File: src/rtl/repeated_sub_divider.sv
// repeated_sub_divider
//   Multi-cycle divider using repeated subtraction, one subtraction per clock,
//   organised as a three-state controller (IDLE/RUN/DONE) plus datapath.
//   Intended to sit downstream of the add-and-increment multiplier, taking its
//   DW-bit product as dividend.
// Ports:
//   clk, rst_n    - rising-edge clock, asynchronous active-low reset
//   start         - request, sampled only in IDLE
//   dividend      - DW-bit numerator, latched on the accepting edge
//   divisor       - VW-bit denominator, latched on the accepting edge
//   busy          - high while in RUN or DONE
//   done          - one-cycle completion pulse
//   quotient      - DW-bit result, held until next completion
//   remainder     - VW-bit result, held until next completion
//   div_by_zero   - set on completion of a zero-divisor request, held
module repeated_sub_divider #(
  parameter int unsigned DW = 16,
  parameter int unsigned VW = 8
) (
  input  logic          clk,
  input  logic          rst_n,
  input  logic          start,
  input  logic [DW-1:0] dividend,
  input  logic [VW-1:0] divisor,
  output logic          busy,
  output logic          done,
  output logic [DW-1:0] quotient,
  output logic [VW-1:0] remainder,
  output logic          div_by_zero
);

  typedef enum logic [1:0] {
    S_IDLE,
    S_RUN,
    S_DONE
  } state_t;

  state_t        state_q, state_d;
  logic [DW-1:0] rem_q, rem_d;
  logic [VW-1:0] div_q, div_d;
  logic [DW-1:0] cnt_q, cnt_d;
  logic [DW-1:0] quo_q, quo_d;
  logic [VW-1:0] rmd_q, rmd_d;
  logic          dbz_q, dbz_d;
  logic          done_q, done_d;

  logic [DW-1:0] div_ext;

  assign div_ext = {{(DW-VW){1'b0}}, div_q};

  always_comb begin
    state_d = state_q;
    rem_d   = rem_q;
    div_d   = div_q;
    cnt_d   = cnt_q;
    quo_d   = quo_q;
    rmd_d   = rmd_q;
    dbz_d   = dbz_q;
    done_d  = 1'b0;

    case (state_q)
      S_IDLE: begin
        if (start) begin
          rem_d   = dividend;
          div_d   = divisor;
          cnt_d   = '0;
          state_d = S_RUN;
        end
      end

      S_RUN: begin
        // A zero divisor takes one pass through RUN so that its completion
        // lines up with the N=0 case: done one edge after accept, busy low
        // one edge later.
        if (div_q == '0) begin
          quo_d   = '1;
          rmd_d   = '0;
          dbz_d   = 1'b1;
          done_d  = 1'b1;
          state_d = S_DONE;
        end else if (rem_q >= div_ext) begin
          rem_d = rem_q - div_ext;
          cnt_d = cnt_q + {{(DW-1){1'b0}}, 1'b1};
        end else begin
          // Final remainder is below div_q, so the upper bits are zero.
          quo_d   = cnt_q;
          rmd_d   = rem_q[VW-1:0];
          dbz_d   = 1'b0;
          done_d  = 1'b1;
          state_d = S_DONE;
        end
      end

      S_DONE: begin
        state_d = S_IDLE;
      end

      default: begin
        state_d = S_IDLE;
      end
    endcase
  end

  always_ff @(posedge clk or negedge rst_n) begin
    if (!rst_n) begin
      state_q <= S_IDLE;
      rem_q   <= '0;
      div_q   <= '0;
      cnt_q   <= '0;
      quo_q   <= '0;
      rmd_q   <= '0;
      dbz_q   <= 1'b0;
      done_q  <= 1'b0;
    end else begin
      state_q <= state_d;
      rem_q   <= rem_d;
      div_q   <= div_d;
      cnt_q   <= cnt_d;
      quo_q   <= quo_d;
      rmd_q   <= rmd_d;
      dbz_q   <= dbz_d;
      done_q  <= done_d;
    end
  end

  assign busy        = (state_q != S_IDLE);
  assign done        = done_q;
  assign quotient    = quo_q;
  assign remainder   = rmd_q;
  assign div_by_zero = dbz_q;

endmodule

File: config.mk
export PLATFORM = sky130hd
export DESIGN_NAME = repeated_sub_divider
export DESIGN_NICKNAME = d
export VERILOG_FILES = /design/src/rtl/repeated_sub_divider.sv
export SDC_FILE = /design/constraint.sdc
export NUM_CORES = 1
export LEC_CHECK = 0
export ABC_AREA = 1
export ABC_CLOCK_PERIOD_IN_PS = 2800
export CORE_MARGIN = 3
export CORE_UTILIZATION = 30
export CTS_CLUSTER_DIAMETER = 40
export DETAILED_ROUTE_END_ITERATION = 12
export SYNTH_ARGS = -nofsm -noshare
export SYNTH_HDL_FRONTEND = slang
export SYNTH_SLANG_ARGS = --single-unit
File: constraint.sdc
create_clock -name clk -period 2.8 [get_ports clk]
set_input_delay 0.28 -clock clk [delete_from_list [all_inputs] [get_ports clk]]
set_output_delay 0.28 -clock clk [all_outputs]
set_load 0.005 [all_outputs]
* Yosys cells after proc, flatten, opt, wreduce, memory -nomap -nowiden
Index checks and enable logic that the tools add are counted.
** Word-level totals
- Bits in registers :: 68
- Bits of input ports :: 27
- Output and inout bits :: 27
- Logic and storage cells :: 46
** Cells by class
- $add $sub $neg :: 2
- $lt $le $gt $ge :: 1
- Equal/unequal tests :: 6
- Multiplexer cells :: 21
- Reductions and logical operators :: 8
** Operators by type and width (count)
- 2-to-1 mux 16 bit :: 8
- one-hot mux 16 bit (2 select lines) :: 2
- adder 16 x 1 -> 16 bit (second input constant) :: 1
- >= comparator 16 x 8 -> 1 bit :: 1
- 2-to-1 mux 8 bit :: 2
- subtractor 16 x 8 -> 16 bit :: 1
- logical NOT 8 bit :: 1
- inequality test 2 bit (second input constant) :: 4
- 2-to-1 mux 2 bit :: 3
- AND reduction 2 bit :: 3
- 2-to-1 mux 1 bit :: 5
- one-hot mux 2 bit (2 select lines) :: 1
- AND reduction 4 bit :: 1
- nonzero test 2 bit :: 2
- inequality test 3 bit (second input constant) :: 1
- == test 2 x 1 -> 1 bit (second input constant) :: 1
- logical NOT 2 bit :: 1

* Longest topological paths before layout
- Word-level depth :: 4
- Mapped depth :: 15
- Gate-level depth less buffers :: 14

* Worst setup path before layout
No wires, ideal clock.
- Path kind :: reg2reg
- From :: register rem_q[0]
- To :: register rem_q[14]
- Library setup time :: 0.117 ns
- Data arrival time :: 1.959 ns
- Required time :: 2.683 ns
- Setup slack :: 0.724 ns
- Cell stages (with the launch flop) :: 16
- Buffers on the path :: 1
- Clock period less this slack :: 2.076 ns
- Path through :: dfrtp_1 > inv_1 > ha_1 > inv_1 > fa_1 > nand2_1 > nand2_1 > nand2_1 > nor2_2 > nor2_2 > nand3_4 > nand2_4 > inv_4 > buf_6 > nand3_1 > nand2_1
** On the way
- Longest elaborated chain between the ends :: 4
- Elaborated cells between the ends (all ways) :: 7
- Those cells by class :: 1 x add/sub; 1 x order compare; 1 x eq/ne; 3 x mux; 1 x reduce/logical
** Ends and longest elaborated chain
- start, declared :: RTL line 39 : logic [DW-1:0] rem_q, rem_d;
- start signal, assigned :: RTL line 116 : rem_q <= rem_d;
- subtractor 16 x 8 -> 16 bit :: RTL line 82 : rem_d = rem_q - div_ext;
- 2-to-1 mux 16 bit :: RTL line 81 : end else if (rem_q >= div_ext) begin
- 2-to-1 mux 16 bit :: RTL line 75 : if (div_q == '0) begin
- one-hot mux 16 bit (2 select lines) :: RTL line 61 : case (state_q)
Several ways; a longest one is shown, not always the timed one. The select of a mux whose other input is x is not followed.
A chain may end at the register's enable or synchronous reset.

* Worst setup path after layout
- From :: register rem_q[0]
- To :: register rem_q[8]
Same word-level chain as after synthesis.

==> metrics.txt <==
Via density=4.481; Worst Setup Slack, final=0.3625 ns; Gates resized, CTS repair=0; Worst-Margin Slew=0.7589 ns; CTS buffer count=9; Wirelength per Cell=12.70 um; Core ar.=12,880 um^2; status=finished, final reports clean; CTS Buffer Depth=2; worst vdd ir=0.0004099 V; effective utilization at floorplan=0.3138; max_cap viols=0; syn nets=569; slew margin rel.=0.4941; Fin Clk Skew=0.005553 ns; global-route wire length before repair=16.54 mm; Port Buffers=53; hpwl dp=7.397 mm; Yosys warnings=0; Mapped Cells=532; iteration count of the initial detailed-routing pass=4; die area=14,900 um^2; grt ovf=0; Hold WC Path Type=input pin to async pin; Initial DRC Count=150; combinational fraction of design power=0.483; part of the power in the clock network=0.217; Row Count=41; Synth Flop Type=dfrtp_1; RePlAce Congestion=0.8908; Global Route Usage Sum=0.1393; clk root buf=clkbuf_16; FF-to-FF Start=rem_q[0]$_DFFE_PN0P_; Leak=2.441 nW; Final Hold Fails=0; Final min period=2.438 ns; die width=122.0 um; final wirelength=9.738 mm; DRC violations left=0; dominant cells by area after synthesis=dfrtp_1, nand2_1, nor2_1, nand3_1, nor2_2; Final period util=0.8706; Setup CP Type=flip-flop to flip-flop; Fill cells=1,318; Final Non-Filler Cells=767; dpl ws=0.4031 ns; Mean Syn Cell Area=7.594 um^2; pwr/cell area=1060 nW/um^2; CTS tree=built; Yosys top cell by area=dfrtp_1; clk slew on worst S/H paths=0.06 ns; clock sinks=68; most used standard cell by instance count after synthesis=nand2_1; Worst setup SP type=flip-flop; Setup Buffers After CTS=0; sequential fraction of the synthesis area=0.4212; vias in the first global route=3,424; Int Pwr=3.032 mW; Final ANT Viol Nets=0; Distinct cells, synth=36; required time of the critical path=3.01 ns; register bit total from synthesis=68; critical path capture point type=flip-flop; area of the multi-input gates=2064 um^2; area share of the largest cell type after synthesis=0.4212; clk_lat worst skew=0.33 ns; H-tree depth=3; diode count=0; flop2flop setup slack=0.36 ns; CP max FO=31; number of synthesized flops with an enable pin=0; hold buffers post-CTS=0; Sw Ratio=0.4341; Final Power=5.357 mW; RSZ-0062 raised after global routing=false; initial antenna violation count=0; Die Y=122.0 um; Placed Instances=751; Slew Limit Fails=0; WP data arrival=2.65 ns; final setup TNS=0 ns; Switch Pwr=2.326 mW; largest net degree at the start of global routing=37; final setup violation count=0; Flop pwr share=0.300; number of I/O pins=54; FF-to-FF End=rem_q[8]$_DFFE_PN0P_; DR vias=3,437; proportion of layout cells with a drive suffix above 1=0.1311; cell area after synthesis=4040 um^2; asr flop ratio synth=1.000; fmax=0.4102 GHz; Commonest cells post-synth=nand2_1, nor2_1, dfrtp_1; Final #Nets=627; Seq. cell area=1702 um^2; Worst Reg-to-Reg Cells=14; Area Overhead vs Synth=25.05%
==> worst max-delay path by stage <==
| stage | startpoint | to | cells past startpoint |
|---|---|---|---|
| 2_1_floorplan | rem_q[0]$_DFFE_PN0P_ | rem_q[14]$_DFFE_PN0P_ | 15 |
| 3_3_place_gp | rem_q[0]$_DFFE_PN0P_ | rem_q[9]$_DFFE_PN0P_ | 14 |
| 3_5_place_dp | rem_q[0]$_DFFE_PN0P_ | rem_q[8]$_DFFE_PN0P_ | 14 |
| 4_1_cts | rem_q[0]$_DFFE_PN0P_ | rem_q[8]$_DFFE_PN0P_ | 14 |
| 5_1_grt | rem_q[0]$_DFFE_PN0P_ | rem_q[8]$_DFFE_PN0P_ | 14 |
| 6_report | rem_q[0]$_DFFE_PN0P_ | rem_q[8]$_DFFE_PN0P_ | 14 |
==> metrics by stage <==
step | area (um^2) | utilization | hold slack [ns]
floorplan | 4040 | - | -0.01559
global placement | 4751 | 0.3690 | 0.3863
detailed placement | 4751 | 0.3690 | 0.3949
CTS | 5052 | 0.3924 | 0.04443
global route | 5052 | 0.3924 | 0.08520
finish | 5052 | 0.3924 | 0.02017
==> flip-flops by register name, indices dropped and copies added (netlist names) <==
register and count:
cnt_q 16, quotient 16, rem_q 16, div_q 8
remainder 8, state_q 2, div_by_zero 1, done 1
==> layout make-up <==
cell class / instances / area share
multi-input cells: 403 / 0.4086
flip-flops and latches: 68 / 0.3368
repair buffers: 59 / 0.1154
clock buffers: 10 / 0.04730
well taps: 172 / 0.04260
inverters: 49 / 0.03690
clock inverters: 6 / 0.01238
==> critical path, stage by stage (launching register included) <==
cell and delay [ns]:
dfrtp_1 0.36, inv_1 0.10, ha_1 0.16, inv_1 0.08, fa_1 0.41, nand2_1 0.08
nand2_1 0.10, nand2_1 0.12, nor2_2 0.06, nor2_2 0.18, nand3_4 0.13, nand2_4 0.19
inv_4 0.17, nand2_1 0.11, o21ai_1 0.06
==> per-layer routing <==
metal / share of wire / track usage / vias to the layer above
met2: 0.47 / 0.2331 / 71
li1: - / - / 1792
met4: 0.013 / 0.03431 / 0
met3: 0.050 / 0.02693 / 11
met1: 0.46 / 0.1859 / 1563
met5: 0 / 0 / -
==> placed cells by master (no fill, tap or decap), types with 2 or more instances in the layout <==
| master | synthesis | layout |
|---|---|---|
| a21oi_1 | 10 | 10 |
| buf_4 | 0 | 5 |
| clkbuf_16 | 0 | 9 |
| clkdlybuf4s50_1 | 0 | 52 |
| clkinv_2 | 0 | 3 |
| dfrtp_1 | 68 | 68 |
| ha_1 | 9 | 9 |
| inv_1 | 42 | 42 |
| inv_2 | 6 | 6 |
| nand2_1 | 164 | 164 |
| nand2_2 | 5 | 5 |
| nand2_4 | 4 | 4 |
| nand3_1 | 42 | 42 |
| nand3b_1 | 4 | 4 |
| nand4_1 | 8 | 8 |
| nor2_1 | 69 | 69 |
| nor2_2 | 26 | 26 |
| nor2_4 | 3 | 3 |
| nor2_8 | 3 | 3 |
| nor3_1 | 10 | 10 |
| o21ai_0 | 6 | 6 |
| o21ai_1 | 11 | 11 |
| o21ai_2 | 2 | 2 |
| o31ai_1 | 2 | 2 |
| or2_2 | 2 | 2 |
| xnor2_1 | 3 | 3 |
| xor2_1 | 13 | 13 |
==> power groups by stage <==
stage	registers [mW]	clock network (mW)	logic, mW
6_report	1.61	1.16	2.59
5_1_grt	1.65	1.23	2.96
4_1_cts	1.60	1.18	2.61
3_5_place_dp	1.62	0	2.59
3_3_place_gp	1.61	0	2.55
2_1_floorplan	1.54	0	1.94
==> cell families after synthesis <==
kind of cell / count (synthesis) / synth area share
AND/OR/NAND/NOR: 342 / 0.3930
flip-flops: 68 / 0.4212
buffers and inverters: 61 / 0.06782
AO/OA/AOI/OAI: 33 / 0.04522
XOR/XNOR: 16 / 0.03469
adder cells (fa/ha/maj): 10 / 0.03283
multiplexers: 2 / 0.005265
Note: power is estimated with default switching activity, not from simulation.
